--- src/rtl/riscv_cmd_prefetch_queue.sv ---
// Prefetch FIFO between the command streamer and decode: first-word-fall-through,
// flush on redirect, compressed-encoding flag and debug counters.
module riscv_cmd_prefetch_queue #(
    parameter int unsigned DEPTH = 4,
    parameter int unsigned XLEN  = 32,
    parameter int unsigned CNT_W = 32
) (
    input  logic                     clk,
    input  logic                     reset,
    input  logic                     in_valid,
    output logic                     in_ready,
    input  logic [XLEN-1:0]          in_pc,
    input  logic [XLEN-1:0]          in_instr,
    input  logic                     flush,
    output logic                     out_valid,
    input  logic                     out_ready,
    output logic [XLEN-1:0]          out_pc,
    output logic [XLEN-1:0]          out_instr,
    output logic                     out_illegal,
    output logic [$clog2(DEPTH):0]   count,
    output logic [CNT_W-1:0]         dispatched
);

    localparam int unsigned PtrW = $clog2(DEPTH);
    localparam int unsigned CntW = PtrW + 1;
    localparam logic [CntW-1:0] FullCount = CntW'(DEPTH);

    logic [XLEN-1:0] pc_mem_q    [DEPTH];
    logic [XLEN-1:0] pc_mem_d    [DEPTH];
    logic [XLEN-1:0] instr_mem_q [DEPTH];
    logic [XLEN-1:0] instr_mem_d [DEPTH];

    logic [PtrW-1:0]  wr_ptr_q, wr_ptr_d;
    logic [PtrW-1:0]  rd_ptr_q, rd_ptr_d;
    logic [CntW-1:0]  count_q, count_d;
    logic [CNT_W-1:0] dispatched_q, dispatched_d;

    logic push, pop;

    // Ready depends only on state, reset and flush, never on out_ready.
    always_comb begin
        in_ready  = !reset && !flush && (count_q != FullCount);
        out_valid = (count_q != '0);
        push      = in_valid && in_ready;
        pop       = out_valid && out_ready && !flush;
    end

    always_comb begin
        out_pc      = '0;
        out_instr   = '0;
        out_illegal = 1'b0;
        if (out_valid) begin
            out_pc      = pc_mem_q[rd_ptr_q];
            out_instr   = instr_mem_q[rd_ptr_q];
            out_illegal = (instr_mem_q[rd_ptr_q][1:0] != 2'b11);
        end
        count      = count_q;
        dispatched = dispatched_q;
    end

    always_comb begin
        wr_ptr_d     = wr_ptr_q;
        rd_ptr_d     = rd_ptr_q;
        count_d      = count_q;
        dispatched_d = dispatched_q;
        pc_mem_d     = pc_mem_q;
        instr_mem_d  = instr_mem_q;

        if (push) begin
            pc_mem_d[wr_ptr_q]    = in_pc;
            instr_mem_d[wr_ptr_q] = in_instr;
        end

        if (flush) begin
            wr_ptr_d = '0;
            rd_ptr_d = '0;
            count_d  = '0;
        end else begin
            if (push) wr_ptr_d = wr_ptr_q + PtrW'(1);
            if (pop) begin
                rd_ptr_d     = rd_ptr_q + PtrW'(1);
                dispatched_d = dispatched_q + CNT_W'(1);
            end
            unique case ({push, pop})
                2'b10:   count_d = count_q + CntW'(1);
                2'b01:   count_d = count_q - CntW'(1);
                default: count_d = count_q;
            endcase
        end
    end

    always_ff @(posedge clk) begin
        if (reset) begin
            wr_ptr_q     <= '0;
            rd_ptr_q     <= '0;
            count_q      <= '0;
            dispatched_q <= '0;
        end else begin
            wr_ptr_q     <= wr_ptr_d;
            rd_ptr_q     <= rd_ptr_d;
            count_q      <= count_d;
            dispatched_q <= dispatched_d;
        end
    end

    // Payload storage is deliberately left untouched by reset and flush.
    always_ff @(posedge clk) begin
        pc_mem_q    <= pc_mem_d;
        instr_mem_q <= instr_mem_d;
    end

endmodule

--- config.mk ---
export PLATFORM = sky130hd
export DESIGN_NAME = riscv_cmd_prefetch_queue
export DESIGN_NICKNAME = d
export VERILOG_FILES = /design/src/rtl/riscv_cmd_prefetch_queue.sv
export SDC_FILE = /design/constraint.sdc
export NUM_CORES = 1
export LEC_CHECK = 0
export CAP_MARGIN = 5
export CORE_ASPECT_RATIO = 2
export CORE_UTILIZATION = 58
export CTS_CLUSTER_DIAMETER = 200
export DETAILED_ROUTE_END_ITERATION = 8
export PLACE_DENSITY = 0.85
export SLEW_MARGIN = 20
export SYNTH_ARGS = -nofsm -noshare
export SYNTH_HDL_FRONTEND = slang
export SYNTH_SLANG_ARGS = --single-unit
--- constraint.sdc ---
create_clock -name clk -period 8.5 [get_ports clk]
set_input_delay 1.7 -clock clk [delete_from_list [all_inputs] [get_ports clk]]
set_output_delay 1.7 -clock clk [all_outputs]
set_load 0.01 [all_outputs]
==> results.sh <==
export IMPL_period_share_pct=61.0
export IMPL_syn_avg_cell_area_um2=18.0
export IMPL_syn_nets=722
export IMPL_routed_wl_um=24700
export IMPL_synthArstFlopShare_pct=0
export IMPL_rsz0062_at_grt="no"
export IMPL_status="complete, no violations"
export IMPL_setup_viol=0
export IMPL_cp_required_ns=6.80
export IMPL_vdd_ir_drop_max_v=0.000177
export IMPL_yosys_warnings=0
export IMPL_hold_path_class="flop to flop"
export IMPL_synth_edf_count=256
export IMPL_r2r_setup_slack_ns=5.49
export IMPL_syn_to_final_growth_pct=23.5
export IMPL_die_x_um=102
export IMPL_drtIter0Drc=386
export IMPL_grt_pass1_wl_um=38000
export IMPL_hold_buffers=0
export IMPL_antennaDiodeCount=0
export IMPL_ys_flop_type="edfxtp_1"
export IMPL_cts_buffers_inserted=25
export IMPL_dieArea_um2=20700
export IMPL_mostFrequentLayoutCell="edfxtp_1"
export IMPL_cpMaxStageDelayCell="clkdlybuf4s50_1"
export IMPL_max_slew_worst_pin_slew_ns=1.02
export IMPL_drc=0
export IMPL_fin_area_um2=14400
export IMPL_grt_ovfl_total=0
export IMPL_clockBufferDepth=3
export IMPL_slew_headroom_pct=32.0
export IMPL_syn_inst=646
export IMPL_nets=888
export IMPL_dp_hpwl_um=15400
export IMPL_max_freq_mhz=193
export IMPL_dpl_cell_area_um2=13600
export IMPL_slew_violations=0
export IMPL_gp_congestion=0.901
export IMPL_worstPathCellList="clkdlybuf4s50_1 > buf_4 > or2_2 > a21oi_1 > clkdlybuf4s50_1"
export IMPL_cts_sinks=295
export IMPL_rows=73
export IMPL_ys_seq_area_share_pct=72.6
export IMPL_grt_max_degree=74
export IMPL_maxCapViolCount=0
export IMPL_io_pins=171
export IMPL_cts_setup_buffers=0
export IMPL_grt_pass1_vias=6996
export IMPL_critical_path_class="input port to primary output"
export IMPL_cts_tree="done"
export IMPL_regArea_um2=8480
export IMPL_max_stage_delay_ns=0.56
export IMPL_crit_top_cell="clkdlybuf4s50_1"
export IMPL_path_buf_inv=3
export IMPL_synth_cell_area_um2=11700
export IMPL_power_density_nw_per_um2=195
export IMPL_vias=6594
export IMPL_fill_cells=1179
export IMPL_hold_slack_ns=0.518
export IMPL_crit_fanout=39
export IMPL_root_buffer="clkbuf_16"
export IMPL_coreArea_um2=19800
export IMPL_drive_gt1_share_pct=14.4
export IMPL_wire_per_inst_um=22.7
export IMPL_io_buffer_count=170
export IMPL_antenna_found_initial=1
export IMPL_finalCriticalPeriod_ns=5.19
export IMPL_fin_setup_tns_ns=0
export IMPL_hold_viol=0
export IMPL_htree_levels=1
export IMPL_yosysUniqueCellTypes=35
export IMPL_arrival_ns=3.49
export IMPL_via_per_inst=6.04
export IMPL_start_kind="input port"
export IMPL_clk_insertion_delay_late_ns=0.51
export IMPL_clk_pin_slew_ns=0.06
export IMPL_multi_input_area_um2=3040
export IMPL_track_usage_pct=24.7
export IMPL_postCtsResizedCells=0
export IMPL_p_leak_nw=4.47
export IMPL_ys_seq_elements=295
export IMPL_ant_nets=0
export IMPL_critPathTopFamily="buffers and inverters"
export IMPL_end_kind="primary output"
export IMPL_layout_common_cells="256 x edfxtp_1, 170 x clkdlybuf4s50_1, 64 x mux4_2, 64 x and2_1, 37 x dfxtp_1"
export IMPL_initial_utilization_pct=58.8
export IMPL_skew_ns=0.0119
export IMPL_die_h_um=202
export IMPL_first_pass_iters=5
## report_power, final
group	internal, mW	leakage [nW]	switching, mW
sequential	1.58	2.63	0.00358
clock	0.659	0.390	0.471
combinational	0.0519	1.45	0.0449
total	2.29	4.47	0.520
## cell usage after synthesis (8+ instances only)
master	n	area (um^2)
nand4_1	10	62.6
clkbuf_1	20	75.1
mux4_2	64	1440
buf_2	8	40.0
dfxtp_1	39	781
nor4_1	8	50.1
nor2_1	23	86.3
and2_1	68	425
xor2_1	8	70.1
or4_1	13	97.6
nand3_1	13	65.1
o31ai_1	12	90.1
or3_1	8	50.1
nand2_1	13	48.8
edfxtp_1	256	7690
a21oi_1	22	110
## worst min-delay path: stages, from the launching register on
cell and delay (ns):
dfxtp_1 0.34, o31ai_1 0.07, a21oi_1 0.06
## path summary, 6_finish.rpt
kind | start | end | cells after the start
max | reset | in_ready | 5
min | dispatched[30]$_SDFFE_PP0P_ | dispatched[30]$_SDFFE_PP0P_ | 2
max reg2reg | count[2]$_SDFFE_PP0P_ | dispatched[28]$_SDFFE_PP0P_ | 5
min reg2reg | dispatched[30]$_SDFFE_PP0P_ | dispatched[30]$_SDFFE_PP0P_ | 2
## sequential cells by signal, summed over array words and instances (netlist names)
name         flops
count            3
dispatched      32
instr_mem_q    128
pc_mem_q       128
rd_ptr_q         2
wr_ptr_q         2
## stage by stage
stage	setup WS [ns]	cells	utilization [%]	total power, mW
4_1_cts	3.33	1091	72.6	2.83
3_5_place_dp	3.32	1047	68.5	1.71
3_3_place_gp	3.33	1047	68.5	1.71
5_1_grt	3.21	1091	72.6	2.89
6_report	3.31	1091	72.6	2.81
2_1_floorplan	3.79	646	-	1.65
## cell type report
| class | instances | area share, % |
|---|---|---|
| clock buffer | 30 | 4.48 |
| tap | 262 | 2.28 |
| clock inverter | 14 | 1.14 |
| inverter | 8 | 0.217 |
| sequential | 295 | 58.9 |
| timing repair buffer | 172 | 11.9 |
| multi-input combinational | 310 | 21.1 |
## cell families after synthesis
| group | share of synthesized area [%] |
|---|---|
| fa+ha+maj | 0.816 |
| xor+xnor | 0.977 |
| simple gates | 9.05 |
| buf+inv | 1.41 |
| flops | 72.6 |
| mux | 13.0 |
| compound gates | 2.08 |
## metal layers
| metal | GRT usage [%] | vias to the layer above | wire length (um) |
|---|---|---|---|
| li1 | - | 2889 | - |
| met1 | 27.6 | 3350 | 8600 |
| met2 | 44.7 | 286 | 13800 |
| met3 | 4.23 | 67 | 1250 |
| met4 | 11.6 | 2 | 1110 |
| met5 | 0 | - | 16 |
(Power assumes the default switching activity.)
==> variant 1 (same settings) <==
Make the reset (`reset`) asynchronous in one clocked block.
--- a/src/rtl/riscv_cmd_prefetch_queue.sv
+++ b/src/rtl/riscv_cmd_prefetch_queue.sv
@@ -91,3 +91,3 @@
 
-    always_ff @(posedge clk) begin
+    always_ff @(posedge clk or posedge reset) begin
         if (reset) begin
Function: differs if reset is asserted again (counterexample within 4 cycles, from zero or initial values and one cycle with reset high); with reset held inactive, the same outputs for 4 cycles.
==> variant 1 against the unedited design <==
Critical path depth fell by 1; clock skew barely moved; sequential cell count did not move; sequential share of layout area grew 1.5 points; setup slack improved by 0.11 ns; routed wire length is 6.9% lower; area after synthesis is 0.11% lower; design area fell by 0.27%; count of clock-buffer cells in the layout increased by 7; hold slack lost 0.034 ns; critical path type is now reg2out; largest cell class unchanged; highest routed layer unchanged.
Power is not compared: it rests on default switching activity, and its combinational part moved more than twofold at a synthesized area within 25%.
==> variant 1: results (changes against the unedited design) <==
RUN STATUS
------------------------------------------------------------------------------------
Result of the run                                                          completed   unchanged

GLOBAL ROUTE
------------------------------------------------------------------------------------
First-pass GRT wire length                                                   35.4 mm   was 38.0 mm
Initial antenna violation count                                                    3   was 1
Maximum number of pins on one net before global-route repair                      69   was 74
Number of global-route vias before repair                                      6,458   was 6,996
All-layer global routing usage                                                 0.231   was 0.247

WORST SETUP PATH
------------------------------------------------------------------------------------
Worst endpoint data arrival time                                             3.38 ns   was 3.49 ns
Critical-path maximum fanout                                                      40   was 39
Worst path top cell family by delay                                     buffers and inverters   unchanged
Delay contributed by the slowest stage of the critical path                  0.78 ns   was 0.56 ns
Slowest cell on the critical path                                       sky130_fd_sc_hd__dfrtp_4   was sky130_fd_sc_hd__clkdlybuf4s50_1

LOGIC SYNTHESIS
------------------------------------------------------------------------------------
Cells taking the most area after synthesis                              sky130_fd_sc_hd__edfxtp_1 66%, sky130_fd_sc_hd__mux4_2 12%, sky130_fd_sc_hd__dfrtp_1 8.4%, sky130_fd_sc_hd__and2_1 3.8%, sky130_fd_sc_hd__xnor2_1 2.0%   was sky130_fd_sc_hd__edfxtp_1 66%, sky130_fd_sc_hd__mux4_2 12%, sky130_fd_sc_hd__dfxtp_1 6.7%, sky130_fd_sc_hd__and2_1 3.6%, sky130_fd_sc_hd__a21oi_1 0.94%
Leading post-synthesis cells by instance count                          256 x sky130_fd_sc_hd__edfxtp_1, 70 x sky130_fd_sc_hd__and2_1, 64 x sky130_fd_sc_hd__mux4_2, 39 x sky130_fd_sc_hd__dfrtp_1, 26 x sky130_fd_sc_hd__xnor2_1   was 256 x sky130_fd_sc_hd__edfxtp_1, 68 x sky130_fd_sc_hd__and2_1, 64 x sky130_fd_sc_hd__mux4_2, 39 x sky130_fd_sc_hd__dfxtp_1, 23 x sky130_fd_sc_hd__nor2_1
Share of flip-flops with an asynchronous set or reset after synthesis          0.132   was 0
Synth Instances                                                                  590   was 646
Count of synthesis-stage warnings from yosys                                       0   unchanged
Share of synthesized area occupied by flip-flops and latches                   0.744   was 0.726
Number of distinct library cells after synthesis                                  39   was 35
Net count of the mapped netlist                                                  665   was 722

PLACE
------------------------------------------------------------------------------------
Weighted congestion at the end of routability-driven global placement          0.787   was 0.901
Cells after DPL                                                                  996   was 1,047
Detailed-placement wirelength estimate                                       14.2 mm   was 15.4 mm

CLOCK NETWORK
------------------------------------------------------------------------------------
CTS buffer count                                                                  24   was 25
Number of resized instances in the post-cts repair step                            0   unchanged
Count of hold buffers inserted by post-cts repair                                  0   unchanged

DRT
------------------------------------------------------------------------------------
DR iter-0 viols                                                                  411   was 386
Total Wirelength                                                             23.0 mm   was 24.7 mm
Iteration count of the initial detailed-routing pass                               5   unchanged
Drt via density                                                                 5.82   was 6.04
Final routed wire length divided by cell count                               22.1 um   was 22.7 um

FINAL LAYOUT
------------------------------------------------------------------------------------
Fraction of final layout cells with drive strength greater than 1              0.148   was 0.144
Post-layout net count                                                            835   was 888

STA
------------------------------------------------------------------------------------
Slew headroom                                                                  0.342   was 0.320
Post-Route Skew                                                            0.0121 ns   was 0.0119 ns

## variant 1: cell count changes in the layout (fill, tap and decap cells not counted), moves of 13 or more
cell / unedited run / this run
sky130_fd_sc_hd__dfrtp_1: 0 / 37
sky130_fd_sc_hd__dfxtp_1: 37 / 0
sky130_fd_sc_hd__a21oi_1: 22 / 1
sky130_fd_sc_hd__xnor2_1: 5 / 26
sky130_fd_sc_hd__nor2_1: 23 / 9
sky130_fd_sc_hd__or4_1: 13 / 0
## variant 1: worst paths after layout
check,from,to,slack [ns],cells after the start
min in group asynchronous,reset,count[2]$_DFFE_PP0P_,1.76,3
min,dispatched[31]$_DFFE_PP0P_,dispatched[31]$_DFFE_PP0P_,0.48,1
min reg2reg,dispatched[31]$_DFFE_PP0P_,dispatched[31]$_DFFE_PP0P_,0.48,1
max,rd_ptr_q[0]$_DFFE_PP0P_,out_illegal,3.42,4
max in group asynchronous,reset,rd_ptr_q[0]$_DFFE_PP0P_,6.34,3
max reg2reg,count[0]$_DFFE_PP0P_,count[2]$_DFFE_PP0P_,4.76,9
## variant 1: metrics by stage
stage               setup slack [ns]  instance area [um2]  hold WS [ns]  power (mW)
global placement                3.65                13600         0.472        2.79
detailed placement              3.61                13600         0.473        2.82
finish                          3.42                14400         0.484        3.84
global route                    3.15                14400         0.518        4.00
floorplan                       4.17                11600         0.507        2.29
CTS                             3.29                14400         0.487        3.88
## variant 1: final cells by class
cell class	instances	area, um2
Fill cell	1182	5370
Inverter	6	23.8
Sequential cell	295	8670
Multi-Input combinational cell	261	2860
Clock buffer	37	697
Antenna cell	2	5.00
Clock inverter	7	57.6
Timing Repair Buffer	172	1720
Tap cell	262	328
## variant 1: routing by layer
metal  share of wire  global-route usage
met4           0.037              0.0923
met2            0.55               0.408
met1            0.36               0.280
met5         0.00069                   0
met3           0.053              0.0363
## variant 1: kinds of logic after synthesis
group           after synthesis  share of synthesized area
flops                       295                      0.744
simple gates                143                     0.0753
mux                          68                      0.127
xor+xnor                     35                     0.0270
buf+inv                      34                     0.0130
compound gates                9                    0.00623
fa+ha+maj                     6                    0.00709
## variant 1: power by group
part	internal, mW	switching (mW)
sequential	1.62	0.0880
combinational	0.613	0.458
clock	0.596	0.469
==> variant 2 (same flow settings) <==
Made on the original files. Change the parameter `DEPTH` from 4 to 8.
--- a/src/rtl/riscv_cmd_prefetch_queue.sv
+++ b/src/rtl/riscv_cmd_prefetch_queue.sv
@@ -3,3 +3,3 @@
 module riscv_cmd_prefetch_queue #(
-    parameter int unsigned DEPTH = 4,
+    parameter int unsigned DEPTH = 8,
     parameter int unsigned XLEN  = 32,
Ports: changed (resized count); port bits go from 171 to 172. The function was not compared with the original's and may differ.
==> variant 2 against the unedited design <==
The flow now finishes with violations (DRC); critical endpoint is now out_illegal; total power up 86%; via count up 68%; utilization down 3.3 points; fmax down 5.2%; routed wire length up 82%; setup slack worse by 0.28 ns; synthesized cell count up 66%; non-clock buffer count up 19; sequential cell count up 259; critical path depth up 1; critical path type is now reg2out; design area up 76%; area after synthesis up 85%; sequential power up 88%; sequential share of layout area up 5.1 points.
==> variant 2: results (changes against the unedited design) <==
DRT
------------------------------------------------------------------------------------
DR iter-0 viols                                                                1,108   was 386
Final routed wire length divided by cell count                               25.7 um   was 22.7 um
Iteration count of the initial detailed-routing pass                               7   was 5
Residual DRC                                                                      34   was 0

GLOBAL ROUTE
------------------------------------------------------------------------------------
Number of global-route vias before repair                                     11,500   was 6,996
First-pass GRT wire length                                                   67.1 mm   was 38.0 mm
All-layer global routing usage                                                 0.241   was 0.247
Initial antenna violation count                                                    6   was 1

LOGIC SYNTHESIS
------------------------------------------------------------------------------------
Cells taking the most area after synthesis                              sky130_fd_sc_hd__edfxtp_1 71%, sky130_fd_sc_hd__mux4_2 13%, sky130_fd_sc_hd__dfxtp_1 3.9%, sky130_fd_sc_hd__mux2i_1 3.1%, sky130_fd_sc_hd__nor2_1 1.6%   was sky130_fd_sc_hd__edfxtp_1 66%, sky130_fd_sc_hd__mux4_2 12%, sky130_fd_sc_hd__dfxtp_1 6.7%, sky130_fd_sc_hd__and2_1 3.6%, sky130_fd_sc_hd__a21oi_1 0.94%
Share of synthesized area occupied by flip-flops and latches                   0.753   was 0.726
Count of flip-flops with a built-in enable after synthesis                       512   was 256
Leading post-synthesis cells by instance count                          512 x sky130_fd_sc_hd__edfxtp_1, 128 x sky130_fd_sc_hd__mux4_2, 90 x sky130_fd_sc_hd__nor2_1, 66 x sky130_fd_sc_hd__mux2i_1, 42 x sky130_fd_sc_hd__dfxtp_1   was 256 x sky130_fd_sc_hd__edfxtp_1, 68 x sky130_fd_sc_hd__and2_1, 64 x sky130_fd_sc_hd__mux4_2, 39 x sky130_fd_sc_hd__dfxtp_1, 23 x sky130_fd_sc_hd__nor2_1
Net count of the mapped netlist                                                1,150   was 722

FINAL LAYOUT
------------------------------------------------------------------------------------
Number of fill cells                                                           2,152   was 1,179
Post-layout net count                                                          1,331   was 888
Fraction of final layout cells with drive strength greater than 1              0.184   was 0.144

CLOCK NETWORK
------------------------------------------------------------------------------------
CTS H-tree depth                                                                   2   was 1
CTS buffer count                                                                  45   was 25
Later-pin clock latency in the skew report                                   0.57 ns   was 0.51 ns

PLACE
------------------------------------------------------------------------------------
Port Buf Inserts                                                                 171   was 170
Weighted congestion at the end of routability-driven global placement          0.827   was 0.901
Detailed-placement wirelength estimate                                       24.1 mm   was 15.4 mm

WORST SETUP PATH
------------------------------------------------------------------------------------
Critical-path maximum fanout                                                      40   was 39
Slowest cell on the critical path                                       sky130_fd_sc_hd__dfxtp_4   was sky130_fd_sc_hd__clkdlybuf4s50_1

RUN STATUS
------------------------------------------------------------------------------------
Violations in the final reports                                                  DRC
Result of the run                                                       finished, violations left   was completed

PWR
------------------------------------------------------------------------------------
Leak                                                                         7.59 nW   was 4.47 nW

-- variant 2: cell type report --
cell class,count,area (um2),share of cell area
repair buffers,191,1870,0.0740
multi-input cells,463,5140,0.203
diodes,5,12.5,0.000494
flip-flops and latches,554,16200,0.640
clock inverters,29,332,0.0131
well taps,454,568,0.0224
clock buffers,55,1180,0.0468
inverters,1,3.75,0.000148
-- variant 2: per-layer routing --
| metal | wire [um] | vias to the layer above | GRT usage |
|---|---|---|---|
| li1 | - | 4776 | - |
| met1 | 16300 | 5696 | 0.281 |
| met2 | 24400 | 502 | 0.439 |
| met3 | 2830 | 92 | 0.0324 |
| met4 | 1560 | 2 | 0.120 |
| met5 | 10 | - | 0 |
-- variant 2: logic make-up after synthesis --
group           synth area share
compound gates            0.0137
xor+xnor                 0.00569
fa+ha+maj                0.00348
buf+inv                   0.0117
flops                      0.753
mux                        0.167
simple gates              0.0463
-- variant 2: worst paths after layout --
kind / from / to / slack [ns] / cells past startpoint
hold reg to reg: dispatched[21]$_SDFFE_PP0P_ / dispatched[21]$_SDFFE_PP0P_ / 0.50 / 2
hold / removal: dispatched[21]$_SDFFE_PP0P_ / dispatched[21]$_SDFFE_PP0P_ / 0.50 / 2
setup reg to reg: count[0]$_SDFFE_PP0P_ / count[2]$_SDFFE_PP0P_ / 5.60 / 9
setup / recovery: rd_ptr_q[0]$_SDFFE_PP0P_ / out_illegal / 3.03 / 6
-- variant 2: stage by stage --
stage	std cells	total power, mW	area, um2	util
global placement	1662	3.16	23800	0.651
finish	1752	5.23	25300	0.694
detailed placement	1662	3.17	23800	0.651
global route	1752	5.36	25300	0.694
floorplan	1075	3.09	21600	-
CTS	1746	5.26	25300	0.693
-- variant 2: power by group --
| part | internal, mW | switching [mW] | total (mW) |
|---|---|---|---|
| Sequential | 2.98 | 0.00404 | 2.99 |
| Combinational | 0.0561 | 0.0672 | 0.123 |
| Clock | 1.19 | 0.927 | 2.12 |
-- variant 2: worst reg2reg max path: stages, from the launching register on --
cell	delay (ns)
sky130_fd_sc_hd__dfxtp_1	0.39
sky130_fd_sc_hd__or4b_2	0.73
sky130_fd_sc_hd__nand3_1	0.39
sky130_fd_sc_hd__ha_1	0.35
sky130_fd_sc_hd__xor2_1	0.18
sky130_fd_sc_hd__ha_1	0.16
sky130_fd_sc_hd__a21oi_1	0.05
sky130_fd_sc_hd__xor2_1	0.16
sky130_fd_sc_hd__or3_1	0.30
sky130_fd_sc_hd__a21oi_1	0.13
